`src/rtl/ifq_pkg.sv`:
```
// ifq_pkg: shared sizing and types for the instruction fetch align queue.
package ifq_pkg;
    localparam int LINE_BYTES = 16;
    localparam int OFF_W      = $clog2(LINE_BYTES);
    localparam int LEN_W      = OFF_W + 1;
    localparam int AVL_W      = OFF_W + 2;
    typedef logic [LINE_BYTES*8-1:0] line_t;
endpackage

```
`src/rtl/ifetch_align_queue_if.sv`:
```
// ifetch_align_queue_if: fetch-side line handshake plus decode-side window and consume signals.
interface ifetch_align_queue_if;
    import ifq_pkg::*;
    logic                    line_valid;
    line_t                   line_data;
    logic                    line_ready;
    logic                    flush;
    logic [OFF_W-1:0]        flush_off;
    logic                    consume_en;
    logic [LEN_W-1:0]        consume_len;
    logic [2*LINE_BYTES*8-1:0] win_data;
    logic [OFF_W:0]          win_amt;
    logic [AVL_W-1:0]        win_avail;
    logic                    err_ovr;
    modport master (
        output line_valid, line_data, flush, flush_off, consume_en, consume_len,
        input  line_ready, win_data, win_amt, win_avail, err_ovr
    );
    modport slave (
        input  line_valid, line_data, flush, flush_off, consume_en, consume_len,
        output line_ready, win_data, win_amt, win_avail, err_ovr
    );
endinterface

```
`src/rtl/ifq_line_reg.sv`:
```
// ifq_line_reg: one fetch line register with load enable.
module ifq_line_reg
    import ifq_pkg::*;
(
    input  logic  clk,
    input  logic  rst_n,
    input  logic  en_i,
    input  line_t d_i,
    output line_t q_o
);
    always_ff @(posedge clk or negedge rst_n) begin
        if (!rst_n) q_o <= '0;
        else if (en_i) q_o <= d_i;
    end
endmodule

```
`src/rtl/ifetch_align_queue.sv`:
```
// ifetch_align_queue: two-line fetch queue presenting a {next, head} rotate window to decode.
// Define IFQ_OVR_CHECK_EN to enable the sticky over-consume flag err_ovr.
module ifetch_align_queue
    import ifq_pkg::*;
(
    input logic clk,
    input logic rst_n,
    ifetch_align_queue_if.slave bus
);
    logic [1:0]       count_q, count_d, count_pop;
    logic [OFF_W-1:0] off_q, off_d, off_c, pend_q, pend_d;
    logic [LEN_W-1:0] s;
    logic [AVL_W-1:0] avail;
    logic             err_q, err_d, bad, go, pop, wr, wr_head, head_en, next_en;
    line_t            head_q, next_q, head_src;

    assign avail = (count_q != 2'd0 ? AVL_W'(LINE_BYTES) - AVL_W'(off_q) : '0)
                 + (count_q == 2'd2 ? AVL_W'(LINE_BYTES) : '0);
    assign bad   = bus.consume_en & ((bus.consume_len > LEN_W'(LINE_BYTES)) |
                                     (AVL_W'(bus.consume_len) > avail));
    assign go    = bus.consume_en & ~bad & ~bus.flush;
    assign s     = LEN_W'(off_q) + bus.consume_len;
    // s never exceeds 2*LINE_BYTES-1, so its top bit alone marks a line crossing
    assign pop       = go & s[OFF_W];
    assign off_c     = go ? s[OFF_W-1:0] : off_q;
    assign count_pop = count_q - {1'b0, pop};
    assign wr        = bus.line_valid & bus.line_ready;
    assign wr_head   = wr & (count_pop == 2'd0);
    assign head_en   = wr_head | (pop & (count_q == 2'd2));
    assign next_en   = wr & ~wr_head;
    assign head_src  = wr_head ? bus.line_data : next_q;

    always_comb begin
        count_d = bus.flush ? 2'd0 : count_pop + {1'b0, wr};
        off_d   = bus.flush ? '0 : (wr_head & (count_q == 2'd0)) ? pend_q : off_c;
        pend_d  = bus.flush ? bus.flush_off : wr_head ? '0 :
                  (pop & (count_pop == 2'd0)) ? off_c : pend_q;
    end

`ifdef IFQ_OVR_CHECK_EN
    assign err_d = err_q | (bad & ~bus.flush);
`else
    assign err_d = 1'b0;
`endif

    always_ff @(posedge clk or negedge rst_n) begin
        if (!rst_n) begin
            count_q <= '0;
            off_q   <= '0;
            pend_q  <= '0;
            err_q   <= 1'b0;
        end else begin
            count_q <= count_d;
            off_q   <= off_d;
            pend_q  <= pend_d;
            err_q   <= err_d;
        end
    end

    ifq_line_reg u_head (.clk(clk), .rst_n(rst_n), .en_i(head_en), .d_i(head_src),      .q_o(head_q));
    ifq_line_reg u_next (.clk(clk), .rst_n(rst_n), .en_i(next_en), .d_i(bus.line_data), .q_o(next_q));

    assign bus.line_ready = ~count_q[1] & ~bus.flush;
    assign bus.win_data   = {next_q, head_q};
    assign bus.win_amt    = {1'b0, off_q};
    assign bus.win_avail  = avail;
    assign bus.err_ovr    = err_q;
endmodule

```
`src/flat_wrapper.sv`:
```
// flat-port wrapper written by rule: the top's interface ports become plain ports
module ifetch_align_queue_flat import ifq_pkg::*;
  (clk, rst_n, bus_line_valid, bus_line_data, bus_flush, bus_flush_off, bus_consume_en, bus_consume_len, bus_line_ready, bus_win_data, bus_win_amt, bus_win_avail, bus_err_ovr);
  ifetch_align_queue_if bus_i ();
  input logic clk;
  input logic rst_n;
  input wire logic [$bits(bus_i.line_valid)-1:0] bus_line_valid;
  input wire logic [$bits(bus_i.line_data)-1:0] bus_line_data;
  input wire logic [$bits(bus_i.flush)-1:0] bus_flush;
  input wire logic [$bits(bus_i.flush_off)-1:0] bus_flush_off;
  input wire logic [$bits(bus_i.consume_en)-1:0] bus_consume_en;
  input wire logic [$bits(bus_i.consume_len)-1:0] bus_consume_len;
  output wire logic [$bits(bus_i.line_ready)-1:0] bus_line_ready;
  output wire logic [$bits(bus_i.win_data)-1:0] bus_win_data;
  output wire logic [$bits(bus_i.win_amt)-1:0] bus_win_amt;
  output wire logic [$bits(bus_i.win_avail)-1:0] bus_win_avail;
  output wire logic [$bits(bus_i.err_ovr)-1:0] bus_err_ovr;
  assign bus_i.line_valid = bus_line_valid;
  assign bus_i.line_data = bus_line_data;
  assign bus_i.flush = bus_flush;
  assign bus_i.flush_off = bus_flush_off;
  assign bus_i.consume_en = bus_consume_en;
  assign bus_i.consume_len = bus_consume_len;
  assign bus_line_ready = bus_i.line_ready;
  assign bus_win_data = bus_i.win_data;
  assign bus_win_amt = bus_i.win_amt;
  assign bus_win_avail = bus_i.win_avail;
  assign bus_err_ovr = bus_i.err_ovr;
  ifetch_align_queue u_core (.clk(clk), .rst_n(rst_n), .bus(bus_i));
endmodule
```
`config.mk`:
```
export PLATFORM = sky130hd
export DESIGN_NAME = ifetch_align_queue_flat
export DESIGN_NICKNAME = d
export VERILOG_FILES = /design/src/rtl/ifq_pkg.sv /design/src/rtl/ifetch_align_queue_if.sv /design/src/rtl/ifq_line_reg.sv /design/src/rtl/ifetch_align_queue.sv /design/src/flat_wrapper.sv
export SDC_FILE = /design/constraint.sdc
export NUM_CORES = 1
export LEC_CHECK = 0
export ABC_AREA = 1
export CAP_MARGIN = 25
export CORE_MARGIN = 4
export CORE_UTILIZATION = 46
export CTS_CLUSTER_DIAMETER = 60
export CTS_CLUSTER_SIZE = 20
export DETAILED_ROUTE_END_ITERATION = 8
export PLACE_DENSITY = 0.8
export SLEW_MARGIN = 20
export SYNTH_ARGS = -nofsm -noshare
export SYNTH_HDL_FRONTEND = slang
export SYNTH_SLANG_ARGS = --single-unit
```
`constraint.sdc`:
```
create_clock -name clk -period 3.9 [get_ports clk]
set_clock_uncertainty 0.15 [all_clocks]
set_input_delay 1.17 -clock clk [delete_from_list [all_inputs] [get_ports clk]]
set_output_delay 1.17 -clock clk [all_outputs]
set_load 0.01 [all_outputs]
```
==> results.md <==
- Worst Setup End Kind: primary output
- Initial Util: 0.470
- Via count: roughly 12000
- Synth Area in Adders: 0.0148
- CP peak stage delay: between 500 and 600 ps
- Post-Place Cells: 2234
- Synth top area share: 0.540
- Static leakage: 9.03 nW
- # rows: 59
- WP data required: around 2600 ps
- Synthesis-to-finish area growth: 45.3%
- CTS tree: yes
- Fmax: ~260 MHz
- Most frequent cells in the layout: nand2_1, clkdlybuf4s50_1, dfrtp_1
- Reg clk slew, reported paths: 70 ps
- Cell accounting for the most synthesized area: dfrtp_1
- Final Hold Fails: 0
- Critical path data arrival time: around 2600 ps
- Pwr dens: 776 nW/um2
- RePlAce Congestion: 0.885
- First DRT Iteration DRCs: 1151
- Maximum root-to-sink buffer count: 3
- Die W: 172 um
- Most common cell after layout, fill and taps aside: nand2_1
- Post-CTS Setup Bufs: 0
- CTS H-tree lvls: 1
- Drt first pass iters: 6
- DRC errors left: 0
- # Max-Cap Violations: 0
- Startpoint types: input pin
- Die area: 29500 um2
- RSZ-0062 raised after global routing: false
- Synthesized area per cell: about 8 um2
- Grt ovf: 0
- Final setup fails: 0
- CP Max Fanout: 6
- CP cell instances: clkdlybuf4s50_1 -> nor2_2 -> clkdlybuf4s50_1
- Fin nets: approximately 2100
- Cell repeated most along the worst path: clkdlybuf4s50_1
- Synthesized area: 12300 um2
- Ys Warns: 0
- Root Driver: clkbuf_16
- DR WL/cell: approximately 17 um
- Crit path time final: 3870 ps
- Vias per inst: roughly 5.2
- I/O Buffers: between 400 and 500
- Post-Synth Simple-Gate Area: 0.239
- Sequential area share after synthesis: 0.540
- DIE HEIGHT: 172 um
- Hold Crit Class: flip-flop to flip-flop
- Layout cell share with drive strength beyond 1: 0.0611
- First-pass GRT wire length: 60500 um
- Initial antenna violation count: 1
- CTS Buf Count: 26
- Synth Area in XOR/XNOR: 0.00284
- Cell Count, Final, Fillers Out: 2283
- Total Wirelength: 38800 um
- Post-synthesis mux area share: 0
- Post-synth EDFFs: 0
- Main combinational cell family by area after synthesis: simple AND/OR/NAND/NOR gates
- Synthesized flop and latch total: 266
- Util after Layout: 0.683
- Largest net degree at the start of global routing: 87
- Slowest-stage cell, CP: clkdlybuf4s50_1
- FFs w/ async S/R, synth: 1.00
- HPWL after detailed placement: 28000 um
- Final ANT Viol Nets: 0
- Fin. max-slew vios: 0
- Compound-Gate Fraction of Synth Area: 0.111
- Vias in the first global route: 11500
- Setup CP Type: input pin to primary output
- Clock sink count: 266
- Top Ports: 411
- Core area: 26200 um2
- Reg2reg setup slack: 290 ps
- VDD IR max: 0.509 mV
- Post-route clock period utilization: 0.991
- Syn Inst Count: approximately 1500
- Buf/Inv on CP: 2
- Crit-path leading delay family: buffers and inverters
- Worst skew pair latency: approximately 540 ps
- Synth top area cells: dfrtp_1, nand2_1, o21ai_0, nand3_1, inv_1
- Number of distinct library cells after synthesis: 28
- Total Routing Usage GR: 0.254
- Synth Flop Type: dfrtp_1
- Status: complete, no violations
[power by group]
group | leakage (nW) | internal, mW | total, mW | switching (mW)
Sequential | 3.38 | 4.10 | 5.13 | 1.04
Clock | 0.440 | 1.34 | 2.62 | 1.28
Combinational | 5.21 | 3.33 | 6.14 | 2.81
[logic make-up (layout without fill, tap and decap cells)]
group,count (synthesis),in the layout
simple gates,725,725
xor+xnor,4,4
other cells,1,3
buf+inv,260,668
flops,266,266
fa+ha+maj,14,14
compound gates,268,268
[routing by layer]
| metal | global-route usage | up-vias | part of all wire |
|---|---|---|---|
| li1 | - | 5620 | - |
| met3 | 0.0519 | 100 | 0.087 |
| met4 | 0.103 | 0 | 0.048 |
| met1 | 0.324 | 5542 | 0.38 |
| met5 | 0 | - | 0 |
| met2 | 0.423 | 505 | 0.48 |
[cell usage after synthesis, types with 2 or more instances]
library cell and instances:
inv_2 3, clkbuf_1 39, nand2_2 4, o21ai_0 260
xnor2_1 2, nor2_1 12, xor2_1 2, nand3_1 144
inv_1 156, a21o_1 4, buf_1 10, nor2_2 2
buf_4 4, ha_1 13, nor3_1 3, buf_2 34
a21oi_1 2, dfrtp_1 266, nand2_1 556, buf_6 14
[state kept, by name (all words and copies together), names as in the netlist]
register / cells
u_core.u_head.q_o: 128
u_core.u_next.q_o: 128
u_core.off_q: 4
u_core.count_q: 2
u_core.pend_q: 4
[metrics by stage]
| stage | power (mW) | TNS [ps] | cell area, um2 | hold slack (ps) | worst slack [ps] |
|---|---|---|---|---|---|
| final | 13.9 | 0 | 17900 | 358 | 33.5 |
| after global routing | 14.8 | 0 | 17900 | 383 | 13.3 |
| after global placement | 11.1 | -40350 | 17000 | 338 | -376 |
| after CTS | 14.0 | 0 | 17900 | 364 | 42.5 |
| after detailed placement | 11.3 | -51000 | 17000 | 343 | -415 |
| after floorplan | 7.44 | 0 | 12300 | 320 | 281 |
[path summary, 6_finish.rpt]
check | depth (start not counted) | endpoint | from
min reg2reg | 2 | u_core.u_next.q_o[88]$_DFFE_PN0P_ | u_core.u_next.q_o[88]$_DFFE_PN0P_
max | 3 | bus_line_ready | bus_flush
min in group asynchronous | 1 | u_core.u_next.q_o[115]$_DFFE_PN0P_ | rst_n
min | 2 | u_core.u_next.q_o[88]$_DFFE_PN0P_ | u_core.u_next.q_o[88]$_DFFE_PN0P_
max in group asynchronous | 2 | u_core.u_next.q_o[51]$_DFFE_PN0P_ | rst_n
max reg2reg | 23 | u_core.u_head.q_o[4]$_DFFE_PN0P_ | u_core.off_q[0]$_DFF_PN0_
[layout make-up]
class | count | area, um2
Sequential cell | 266 | 6660
Clock buffer | 27 | 664
Fill cell | 2079 | 8300
Multi-Input combinational cell | 1013 | 4560
Timing Repair Buffer | 461 | 4760
Tap cell | 335 | 419
Clock inverter | 21 | 235
Inverter | 159 | 604
Antenna cell | 1 | 2.50
[worst register-to-register path, delay by kind of cell (launching register included)]
kind | cells | cell delay (ps)
AOI/OAI and AO/OA | 1 | 100
DFF | 1 | 410
and+or+nand+nor | 13 | 1190
buffers and inverters | 5 | 610
adders and majority gates | 4 | 1070
[what timing repair did]
action / in CTS / in global routing
endpoints found under the hold margin: 0 / 0
gates resized for setup: 0 / 6
setup endpoints to repair: 0 / 62
hold buffers: 0 / 0
(Power assumes the default switching activity.)
==> variant, RTL diff (config.mk and constraints unchanged) <==
`LINE_BYTES`: 16 -> 8.
--- a/src/rtl/ifq_pkg.sv
+++ b/src/rtl/ifq_pkg.sv
@@ -1,6 +1,6 @@
 // ifq_pkg: shared sizing and types for the instruction fetch align queue.
 package ifq_pkg;
-    localparam int LINE_BYTES = 16;
+    localparam int LINE_BYTES = 8;
     localparam int OFF_W      = $clog2(LINE_BYTES);
     localparam int LEN_W      = OFF_W + 1;
     localparam int AVL_W      = OFF_W + 2;
Interface: changed (6 resized); port bits go from 411 to 215. The function was not compared with the original's and may differ.
==> variant against the original RTL <==
Setup slack gained 0.27 ns; final area decreased by 45%; sequential cell count fell by 130; total power fell by 46%; routed wire length fell by 54%; synthesized area shrank 44%; non-clock buffer count decreased by 228; critical path type unchanged; largest cell class unchanged; highest routed layer unchanged.
==> variant: results (changes against the original RTL) <==
| Metric | Value |
|---|---|
| Post-CTS clock slew at the launch and capture registers of the worst setup and hold paths | `0.05 ns (-0.02 ns)` |
| M1 wire length | `7.85 mm (-47%)` |
| Deepest clock path buffer count | `2 (-1)` |
| Worst EP arrival | `2.28 ns (-0.27 ns)` |
| Number of clock buffers in the layout | `23 (-15%)` |
| Final-layout clock-cell area share | `5.95% (+0.93 points)` |
| CTS H-tree lvls | `4 (+3)` |
| Via count | `5,926 (-50%)` |
| Count of filler cells inserted in the layout | `1,148 (-45%)` |
| Sequential logic power | `2.65 mW (-48%)` |
| Routed wire length per instance | `14.6 µm (-14%)` |
| Number of iterations in the first detailed-routing pass | `5 (-1)` |
| Depth of the most critical reg-to-reg path | `21 (-8.7%)` |
| Drt first-iter violations | `369 (-68%)` |
| IR Drop Worst-Case VDD | `432 µV (-15%)` |
| Total wirelength of the detailed-routed design | `17.7 mm (-54%)` |
| DP Wirelength | `12.2 mm (-56%)` |
| Count of placed standard cells including taps | `1,184 (-47%)` |
| Global routing met2 resource utilization | `33.3% (-9.1 points)` |
| Global-route wire length before repair | `28.8 mm (-52%)` |
| Share of the final layout cell area in sequential cells | `34.7% (-2.5 points)` |
| Run status | `finished clean` |
| Worst min-delay path startpoint | `u_core.pend_q[0]` |
| Routed wire length on met3 | `1.21 mm (-64%)` |
| Global routing usage summed across all routing layers | `20.9% (-4.5 points)` |
| Largest net degree at the start of global routing | `81 (-6.9%)` |
| CP max stage delay | `0.54 ns (-0.05 ns)` |
| Hold WS | `0.348 ns (-0.0102 ns)` |
| Diodes inserted | `0 (-1)` |
| Leakage power of the design | `4.90 nW (-46%)` |
| Number of buffers created by CTS | `17 (-35%)` |
| Total number of nets in the final design | `1,107 (-47%)` |
| Number of standard cells after synthesis | `817 (-47%)` |
| Register-to-Register Setup Slack | `0.48 ns (+0.19 ns)` |
| Largest fanout of any net on the critical path | `2 (-4)` |
| Pwr per Cell Area | `759 nW/µm² (-2.2%)` |
| Multi-input logic cell count | `539 (-47%)` |
| Number of global-route vias before repair | `5,790 (-50%)` |
| Internal Dissipation | `4.90 mW (-44%)` |
| Core utilization of the finished layout | `66.9% (-1.4 points)` |
| Global routing met3 resource utilization | `6.14% (+0.94 points)` |
| Max Clk Rate | `0.278 GHz (+7.4%)` |
| Reg2Reg Launch Point | `u_core.count_q[1]` |
| Top cell types by occurrence after synthesis | `288 x nand2_1, 136 x dfrtp_1, 131 x o21ai_0` |
| Clock net sink count | `136 (-49%)` |
==> variant: worst register-to-register path: stages, from the launching register on <==
cell     delay, ns
dfrtp_1       0.47
nor2_1        0.26
nor4_1        0.09
ha_1          0.31
inv_1         0.05
ha_1          0.27
inv_1         0.04
nor2_2        0.12
nand3_1       0.08
nand3_1       0.07
nand2_1       0.09
nand2_2       0.12
nor2_4        0.04
ha_1          0.27
inv_1         0.05
nor2_2        0.20
inv_6         0.10
buf_12        0.22
nand2_1       0.10
o21ai_0       0.09
nand2_1       0.09
nand2_1       0.05
==> variant: logic make-up (layout without fill, tap and decap cells) <==
| group | after synthesis | in the layout | share of synthesized area [%] |
|---|---|---|---|
| buf+inv | 143 | 356 | 10.4 |
| xor+xnor | 4 | 4 | 0.508 |
| other cells | 1 | 2 | 0.0543 |
| fa+ha+maj | 12 | 12 | 2.28 |
| flops | 136 | 136 | 49.3 |
| compound gates | 136 | 136 | 10.1 |
| simple gates | 385 | 385 | 27.3 |
